===== src/rtl/mmc_spi_read_engine.sv =====
// MMC/SD SPI-mode bulk read engine: clocks 0xFF dummy bytes, shifts MISO in MSB first,
// packs bytes into N-bit words and pushes them into a write-side FIFO with backpressure.
module mmc_spi_read_engine #(
  parameter int N     = 16,
  parameter int DIV_W = 8,
  parameter int LEN_W = 16
) (
  input  logic             iWR_CLOCK,
  input  logic             inRESET,
  input  logic             iRESET_SYNC,
  input  logic             iSTART,
  input  logic [LEN_W-1:0] iLENGTH,
  input  logic [DIV_W-1:0] iCLK_DIV,
  output logic             oBUSY,
  output logic             oDONE,
  output logic             oSPI_CLK,
  output logic             oSPI_MOSI,
  input  logic             iSPI_MISO,
  output logic             oFIFO_WR_EN,
  output logic [N-1:0]     oFIFO_WR_DATA,
  input  logic             iFIFO_FULL
);
  localparam int BYTES = N / 8;
  localparam int BI_W  = (BYTES > 1) ? $clog2(BYTES) : 1;

  typedef enum logic [1:0] {IDLE, SHIFT, PUSH, DONE} state_t;

  state_t           r_state, w_next;
  logic [LEN_W-1:0] r_len;
  logic [DIV_W-1:0] r_div, r_divcnt;
  logic             r_sclk;
  logic [2:0]       r_bitcnt;
  logic [7:0]       r_shift;
  logic [N-1:0]     r_word;
  logic [BI_W-1:0]  r_bidx;

  logic w_tick, w_rise, w_fall, w_byte_done, w_word_full, w_last, w_wr_en;

  // A tick is the end of one SPI half-period; its direction follows the current clock level.
  assign w_tick      = (r_state == SHIFT) && (r_divcnt == '0);
  assign w_rise      = w_tick && !r_sclk;
  assign w_fall      = w_tick && r_sclk;
  assign w_byte_done = w_fall && (r_bitcnt == 3'd7);
  assign w_word_full = (r_bidx == BI_W'(BYTES - 1));
  assign w_last      = (r_len == LEN_W'(1));
  assign w_wr_en     = (r_state == PUSH) && !iFIFO_FULL && !iRESET_SYNC;

  assign oBUSY         = (r_state == SHIFT) || (r_state == PUSH);
  assign oDONE         = (r_state == DONE) && !iRESET_SYNC;
  assign oSPI_CLK      = r_sclk;
  assign oSPI_MOSI     = 1'b1;
  assign oFIFO_WR_EN   = w_wr_en;
  assign oFIFO_WR_DATA = w_wr_en ? r_word : '0;

  always_ff @(posedge iWR_CLOCK or negedge inRESET) begin
    if (!inRESET) r_state <= IDLE;
    else          r_state <= w_next;
  end

  always_comb begin
    w_next = r_state;
    if (iRESET_SYNC) begin
      w_next = IDLE;
    end else begin
      case (r_state)
        IDLE:    if (iSTART) w_next = (iLENGTH == '0) ? DONE : SHIFT;
        SHIFT:   if (w_byte_done && (w_last || w_word_full)) w_next = PUSH;
        PUSH:    if (!iFIFO_FULL) w_next = (r_len == '0) ? DONE : SHIFT;
        DONE:    w_next = IDLE;
        default: w_next = IDLE;
      endcase
    end
  end

  always_ff @(posedge iWR_CLOCK or negedge inRESET) begin
    if (!inRESET) begin
      r_len    <= '0;
      r_div    <= '0;
      r_divcnt <= '0;
      r_sclk   <= 1'b0;
      r_bitcnt <= '0;
      r_shift  <= '0;
      r_word   <= '0;
      r_bidx   <= '0;
    end else if (iRESET_SYNC) begin
      // abort drops any partially assembled word along with the rest of the state
      r_len    <= '0;
      r_div    <= '0;
      r_divcnt <= '0;
      r_sclk   <= 1'b0;
      r_bitcnt <= '0;
      r_shift  <= '0;
      r_word   <= '0;
      r_bidx   <= '0;
    end else begin
      case (r_state)
        IDLE: if (iSTART) begin
          r_len    <= iLENGTH;
          r_div    <= iCLK_DIV;
          r_divcnt <= iCLK_DIV;
          r_sclk   <= 1'b0;
          r_bitcnt <= '0;
          r_word   <= '0;
          r_bidx   <= '0;
        end
        SHIFT: begin
          if (w_tick) begin
            r_sclk   <= ~r_sclk;
            r_divcnt <= r_div;
            if (w_rise) r_shift <= {r_shift[6:0], iSPI_MISO};
            if (w_fall) r_bitcnt <= r_bitcnt + 3'd1;
            if (w_byte_done) begin
              // first byte of a word lands in the top lane, later bytes descend
              for (int b = 0; b < BYTES; b++)
                if (r_bidx == BI_W'(b)) r_word[N-1-8*b -: 8] <= r_shift;
              r_len <= r_len - 1'b1;
              if (!w_word_full) r_bidx <= r_bidx + 1'b1;
            end
          end else begin
            r_divcnt <= r_divcnt - 1'b1;
          end
        end
        PUSH: begin
          r_sclk   <= 1'b0;
          r_divcnt <= r_div;
          if (!iFIFO_FULL) begin
            r_word <= '0;
            r_bidx <= '0;
          end
        end
        default: ;
      endcase
    end
  end
endmodule


===== config.mk =====
export PLATFORM = sky130hd
export DESIGN_NAME = mmc_spi_read_engine
export DESIGN_NICKNAME = d
export VERILOG_FILES = /design/src/rtl/mmc_spi_read_engine.sv
export SDC_FILE = /design/constraint.sdc
export NUM_CORES = 1
export LEC_CHECK = 0
export BUFFER_PORTS_ARGS = -buffer_cell sky130_fd_sc_hd__buf_4
export CORE_AREA = 5 5 100 102
export CTS_BUF_LIST = sky130_fd_sc_hd__clkbuf_16
export DETAILED_ROUTE_END_ITERATION = 16
export DIE_AREA = 0 0 105 107
export GPL_TIMING_DRIVEN = 1
export PLACE_DENSITY = 0.71
export SYNTH_ARGS = -nofsm -noshare
export SYNTH_HDL_FRONTEND = slang
export SYNTH_SLANG_ARGS = --single-unit
export TNS_END_PERCENT = 30

===== constraint.sdc =====
create_clock -name iWR_CLOCK -period 2.3 [get_ports iWR_CLOCK]
set_input_delay 0.115 -clock iWR_CLOCK [delete_from_list [all_inputs] [get_ports iWR_CLOCK]]
set_output_delay 0.115 -clock iWR_CLOCK [all_outputs]
set_load 0.02 [all_outputs]

# After elaboration in Yosys (flattened, before gate mapping)
# Index checks and enable logic that the tools add are counted.
# Widths: inputs -> output; s select.
# op_classes
n_addsub	4
multipliers	0
div_mod_pow	0
magnitude_cmp	0
eq_ne	13
n_shift	0
n_mux	46
bitwise_logic	1
reduce_logical	34
# ops
operator	n
$mux 16	10
$mux 8	11
$pmux 16 s3	1
$logic_not 16->1	2
$pmux 16 s2	1
$pmux 8 s3	1
$ne 3x3->1 const B	7
$eq 16x1->1 const B	1
$sub 16x1->16 const B	1
$mux 2	6
$mux 3	4
$reduce_and 6->1	2
$reduce_bool 2->1	5
$reduce_and 3->1	3
$logic_and 1x1->1	8
$logic_not 8->1	1
$mux 1	8
$pmux 2 s4	1
$reduce_and 4->1	2
$sub 8x1->8 const B	1
$pmux 1 s3	2
$pmux 3 s2	1
$reduce_and 5->1	1
$eq 2x2->1 const B	2
12 further kinds	16
# totals
regBits	63
latchBits	0
ram_bits	0
mem_bits_ro	0
input_bits	30
wordCells	108
memories	0

# Depth between registers and ports, before layout
# logic_depth
word_depth	8
depth_mapped	10

# Worst setup path after synthesis
# Ideal clock, no wire load.
# synth_timing
path_kind	register to register
start	register r_divcnt[0]
end	register r_shift[0]
arrival_ps	1893
path_slack_ps	275
path_stages_with_launch	9
synth_period_minus_slack_ps	2025
path_cell_list	dfrtp_1 -> inv_1 -> ha_1 -> nor3b_1 -> nand2_4 -> or3_1 -> buf_6 -> mux2i_1 -> nor2_1
# synth_via
elab_chain_len	5
elab_cells_between_ends	6
classes_between	reduce/logical: 6
# synth_rtl
element	line_no	text
start, declared	30	logic [DIV_W-1:0] r_div, r_divcnt;
start signal, assigned	100	r_divcnt <= iCLK_DIV;
start signal, assigned	109	r_divcnt <= r_div;
start signal, assigned	120	r_divcnt <= r_divcnt - 1'b1;
$logic_not 8->1 (*)	40	assign w_tick = (r_state == SHIFT) && (r_divcnt == '0);
$logic_and 1x1->1 (*)	40	
$logic_and 1x1->1	41	assign w_rise = w_tick && !r_sclk;
$reduce_bool 2->1 (no line)	-	
$reduce_and 3->1 (no line) (*)	-	
end signal, assigned	110	if (w_rise) r_shift <= {r_shift[6:0], iSPI_MISO};
end, declared	33	logic [7:0] r_shift;
# Mark *: on every way between the ends. The rest lies on a longest branch, timed or not.
# A chain may end at the register's enable or synchronous reset.

# Worst setup path in the final report
# layout_timing
start	register r_state[1]
end	register r_word[8]
# layout_via
elab_chain_len	6
elab_cells_between_ends	15
classes_between	eq/ne: 7; mux: 2; reduce/logical: 6
# layout_rtl
element	line_no	text
start, declared	28	state_t r_state, w_next;
start signal, assigned	57	else r_state <= w_next;
$eq 2x1->1	40, 96	
$logic_and 1x1->1	40	
$logic_and 1x1->1	42	assign w_fall = w_tick && r_sclk;
$logic_and 1x1->1	43	assign w_byte_done = w_fall && (r_bitcnt == 3'd7);
$ne 3x3->1 (no line)	-	
$reduce_and 6->1 (no line)	-	
end signal, assigned by index	115	if (r_bidx == BI_W'(b)) r_word[N-1-8*b -: 8] <= r_shift;
end, declared	34	logic [N-1:0] r_word;
# Several ways; a longest one is shown, not always the timed one.

==> flow_summary.yaml <==
floorplan:
  core_region_area_um2: 9020
  initial_core_util_pct: 40.7
  io-pin-count: 51
  floorplan.rows: 35
  fp.dieH_um: 107
  die_x_um: 105
  die_area_um2: 11200
job:
  maxCapViolations: 0
setup_path:
  cp_cell_sequence: "inv_1 -> ha_1 -> nor3_1 -> o21bai_1 -> o211ai_4 -> a21o_4 -> a22o_1"
  crit_path_top_delay_cell: "sky130_fd_sc_hd__dfrtp_1"
  r2r_start: "r_state[1]"
  timing.setup.critical_path_class: "register to register"
  worst-endpoint-arrival_ns: 2.38
  critPathTopFamily: "compound AO/OA/AOI/OAI gates"
  worstRegToRegCells: 7
  critPathMaxFanout: 10
  cp_required_ns: 2.51
  crit_end_element: "register"
  worst-path-buf-inv: 1
  r2r_setup_slack_ns: 0.13
  timing.critical_path.slowest_cell_delay_ns: 0.41
  timing.critical_path.from_type: "register"
  r2r_end: "r_word[8]"
yosys:
  synthDistinctLibCells: 62
  yosys_warnings: 0
  async_reset_ff_share_pct: 100
  syn_inst: 384
  postSynth.topFlopCell: "sky130_fd_sc_hd__dfrtp_1"
  synth.cell_area_um2: 3670
  syn-num-nets: 425
  synth_enable_flop_cells: 0
  ys_seq_area_share_pct: 43.0
  avg_inst_size_synth_um2: 9.55
  post_synthesis_sequential_element_count: 63
timing:
  rsz_0062_raised_after_global_routing: "no"
  final_min_period_ns: 2.17
  fin_worst_skew_ns: 0.00785
  worst_max_slew_pin_slew_ns: 0.803
  finalMaxSlewViolations: 0
  final_min_period_over_clock_period_pct: 94.4
  max_slew_margin_pct: 46.4
  hold_violations: 0
  finalSetupTns_ns: 0
  max_freq_ghz: 0.460
  timing.final.setup_violations: 0
detailed_routing:
  via_density: 5.60
  vias: 3134
  drt-wirelength-per-cell_um: 15.9
  route.detailed.drc: 0
  first_pass_iters: 4
  wl_um: 8920
  detail_route.iter0.violations: 143
  ant_nets: 0
layout:
  post-route-util_pct: 50.1
  layout.filler_cells: 833
  final_cell_mix: "sky130_fd_sc_hd__buf_4 (67), sky130_fd_sc_hd__dfrtp_1 (63), sky130_fd_sc_hd__nand2_1 (32), sky130_fd_sc_hd__nor2_1 (29), sky130_fd_sc_hd__a21oi_1 (29)"
  final_cell_area_um2: 4520
  antenna_cells_inserted: 0
  area.growth.synth_to_final_pct: 23.2
  design.final.nets: 485
  drive_above_1_share_pct: 23.2
  leading_cell_type_in_the_layout_fill_and_taps_excluded: "sky130_fd_sc_hd__buf_4"
grt:
  gr-usage-all-layers_pct: 16.6
  grt_antenna_before_repair: 0
  grt_max_degree: 64
  grt_first_pass_wirelength_um: 15400
  grt_overflow: 0
  grt_pass1_vias: 3189
clock_tree:
  cts_root_buf: "sky130_fd_sc_hd__clkbuf_16"
  clk-insertion-delay-late_ns: 0.33
  clockBufferDepth: 2
  postCtsSetupBuffers: 0
  tritoncts_num_sinks: 63
  h-tree-depth: 3
  cts_tree: "built"
  number_of_cts_inserted_buffers: 9
  clk_transition_reported_paths_ns: 0.06
place:
  hpwl_um: 6350
  io_port_bufs: 49
  place_congestion: 0.823
  placed_cell_area_um2: 4210
pwr:
  internal_power_w: 0.00325
  combinationalPowerShare_pct: 47.3
  power.total_w: 0.00552
  power.static_leakage_nw: 2.13
  pwr_density_cell_nw_per_um2: 1220
  ir_worst_vdd_mv: 0.710
  clockPowerShare_pct: 24.4
  p_seq_share_pct: 28.2
  p_switching_w: 0.00227
  power_switching_share_pct: 41.1
status:
  run_status: "complete, no violations"
hold_path:
  hold_start: "iCLK_DIV[2]"
  worstHoldPathCells: 3
  worstHoldPathType: "input port to register"
  hold_path_end: "r_div[2]"
[cell usage after synthesis, types with 3 or more instances]
cell type	n	area [um^2]
sky130_fd_sc_hd__dfrtp_1	63	1580
sky130_fd_sc_hd__nand2_1	32	120
sky130_fd_sc_hd__a21oi_1	29	145
sky130_fd_sc_hd__nor2_1	29	109
sky130_fd_sc_hd__o21ai_0	26	130
sky130_fd_sc_hd__a22o_1	21	184
sky130_fd_sc_hd__and2_1	18	113
sky130_fd_sc_hd__mux2i_1	13	130
sky130_fd_sc_hd__ha_1	11	138
sky130_fd_sc_hd__inv_1	11	41.3
sky130_fd_sc_hd__o21ai_1	10	50.1
sky130_fd_sc_hd__clkbuf_1	9	33.8
sky130_fd_sc_hd__nor2b_1	9	56.3
sky130_fd_sc_hd__nor3_1	9	45.0
sky130_fd_sc_hd__nor4_1	5	31.3
sky130_fd_sc_hd__a31oi_1	4	25.0
sky130_fd_sc_hd__and3_1	4	25.0
sky130_fd_sc_hd__nor3b_1	4	30.0
sky130_fd_sc_hd__or4_1	4	30.0
sky130_fd_sc_hd__a21o_4	3	45.0
sky130_fd_sc_hd__buf_2	3	15.0
sky130_fd_sc_hd__nor4_2	3	37.5
sky130_fd_sc_hd__o211ai_1	3	22.5
sky130_fd_sc_hd__o22ai_1	3	18.8
[worst register-to-register path, cell delays in order, from the launching register on]
cell                       delay, ns
sky130_fd_sc_hd__dfrtp_1        0.41
sky130_fd_sc_hd__inv_1          0.11
sky130_fd_sc_hd__ha_1           0.35
sky130_fd_sc_hd__nor3_1         0.14
sky130_fd_sc_hd__o21bai_1       0.35
sky130_fd_sc_hd__o211ai_4       0.20
sky130_fd_sc_hd__a21o_4         0.27
sky130_fd_sc_hd__a22o_1         0.24
[cell families after synthesis]
logic type | after synthesis | synth area share (%)
other cells | 1 | 0.102
buf+inv | 31 | 3.92
xor+xnor | 3 | 0.717
simple gates | 135 | 21.1
fa+ha+maj | 11 | 3.75
mux | 15 | 4.16
flops | 63 | 43.0
compound gates | 125 | 23.3
[power groups by stage]
stage                     sequential [W]  clock (W)  combinational, W
after floorplan                  0.00150          0           0.00191
after global placement           0.00156          0           0.00256
after detailed placement         0.00157          0           0.00260
after CTS                        0.00155    0.00137           0.00261
after global routing             0.00159    0.00144           0.00288
final                            0.00156    0.00135           0.00261
[stage by stage]
stage	hold WS, ns	worst slack [ns]	std cells
5_1_grt	0.0462	0.00311	560
6_report	0.0305	0.128	560
2_1_floorplan	-0.181	0.275	384
3_5_place_dp	0.251	0.149	543
3_3_place_gp	0.245	0.226	543
4_1_cts	0.0273	0.146	560
[cell type report]
cell class | count | area (um^2) | share of cell area [%]
Clock inverter | 7 | 72.6 | 1.61
Tap cell | 111 | 139 | 3.07
Timing Repair Buffer | 68 | 513 | 11.4
Clock buffer | 9 | 225 | 4.98
Multi-Input combinational cell | 290 | 1950 | 43.1
Inverter | 12 | 45.0 | 0.997
Sequential cell | 63 | 1580 | 34.9
[registers in the layout, summed over array words and instances, names as in the netlist]
| register | count |
|---|---|
| oSPI_CLK | 1 |
| r_bidx | 1 |
| r_bitcnt | 3 |
| r_div | 8 |
| r_divcnt | 8 |
| r_len | 16 |
| r_shift | 8 |
| r_state | 2 |
| r_word | 16 |
[routing by layer]
layer | GRT usage [%] | share of wire (%) | wire, um | up-vias
met1 | 21.2 | 46 | 4080 | 1510
met4 | 4.84 | 0.95 | 85 | 0
met3 | 5.06 | 6.0 | 536 | 8
met2 | 27.2 | 47 | 4220 | 90
li1 | - | - | - | 1526
met5 | 0 | 0 | 0 | -
[worst max path at each step]
stage / startpoint / end / slack [ns] / cells past startpoint
floorplan: r_divcnt[0] / r_shift[0] / 0.28 / 8
global placement: r_state[1] / r_word[8] / 0.23 / 7
detailed placement: r_divcnt[0] / r_len[9] / 0.15 / 8
CTS: r_divcnt[0] / r_len[0] / 0.15 / 8
global route: r_state[1] / r_word[9] / 0.003 / 7
finish: r_state[1] / r_word[8] / 0.13 / 7
[what timing repair did]
item / CTS / global route
gates resized for setup: 0 / 1
hold buffers: 1 / 0
endpoints found under the setup margin: 0 / 3
endpoints found under the hold margin: 63 / 0
No activity file was read; power rests on OpenSTA's default activity.
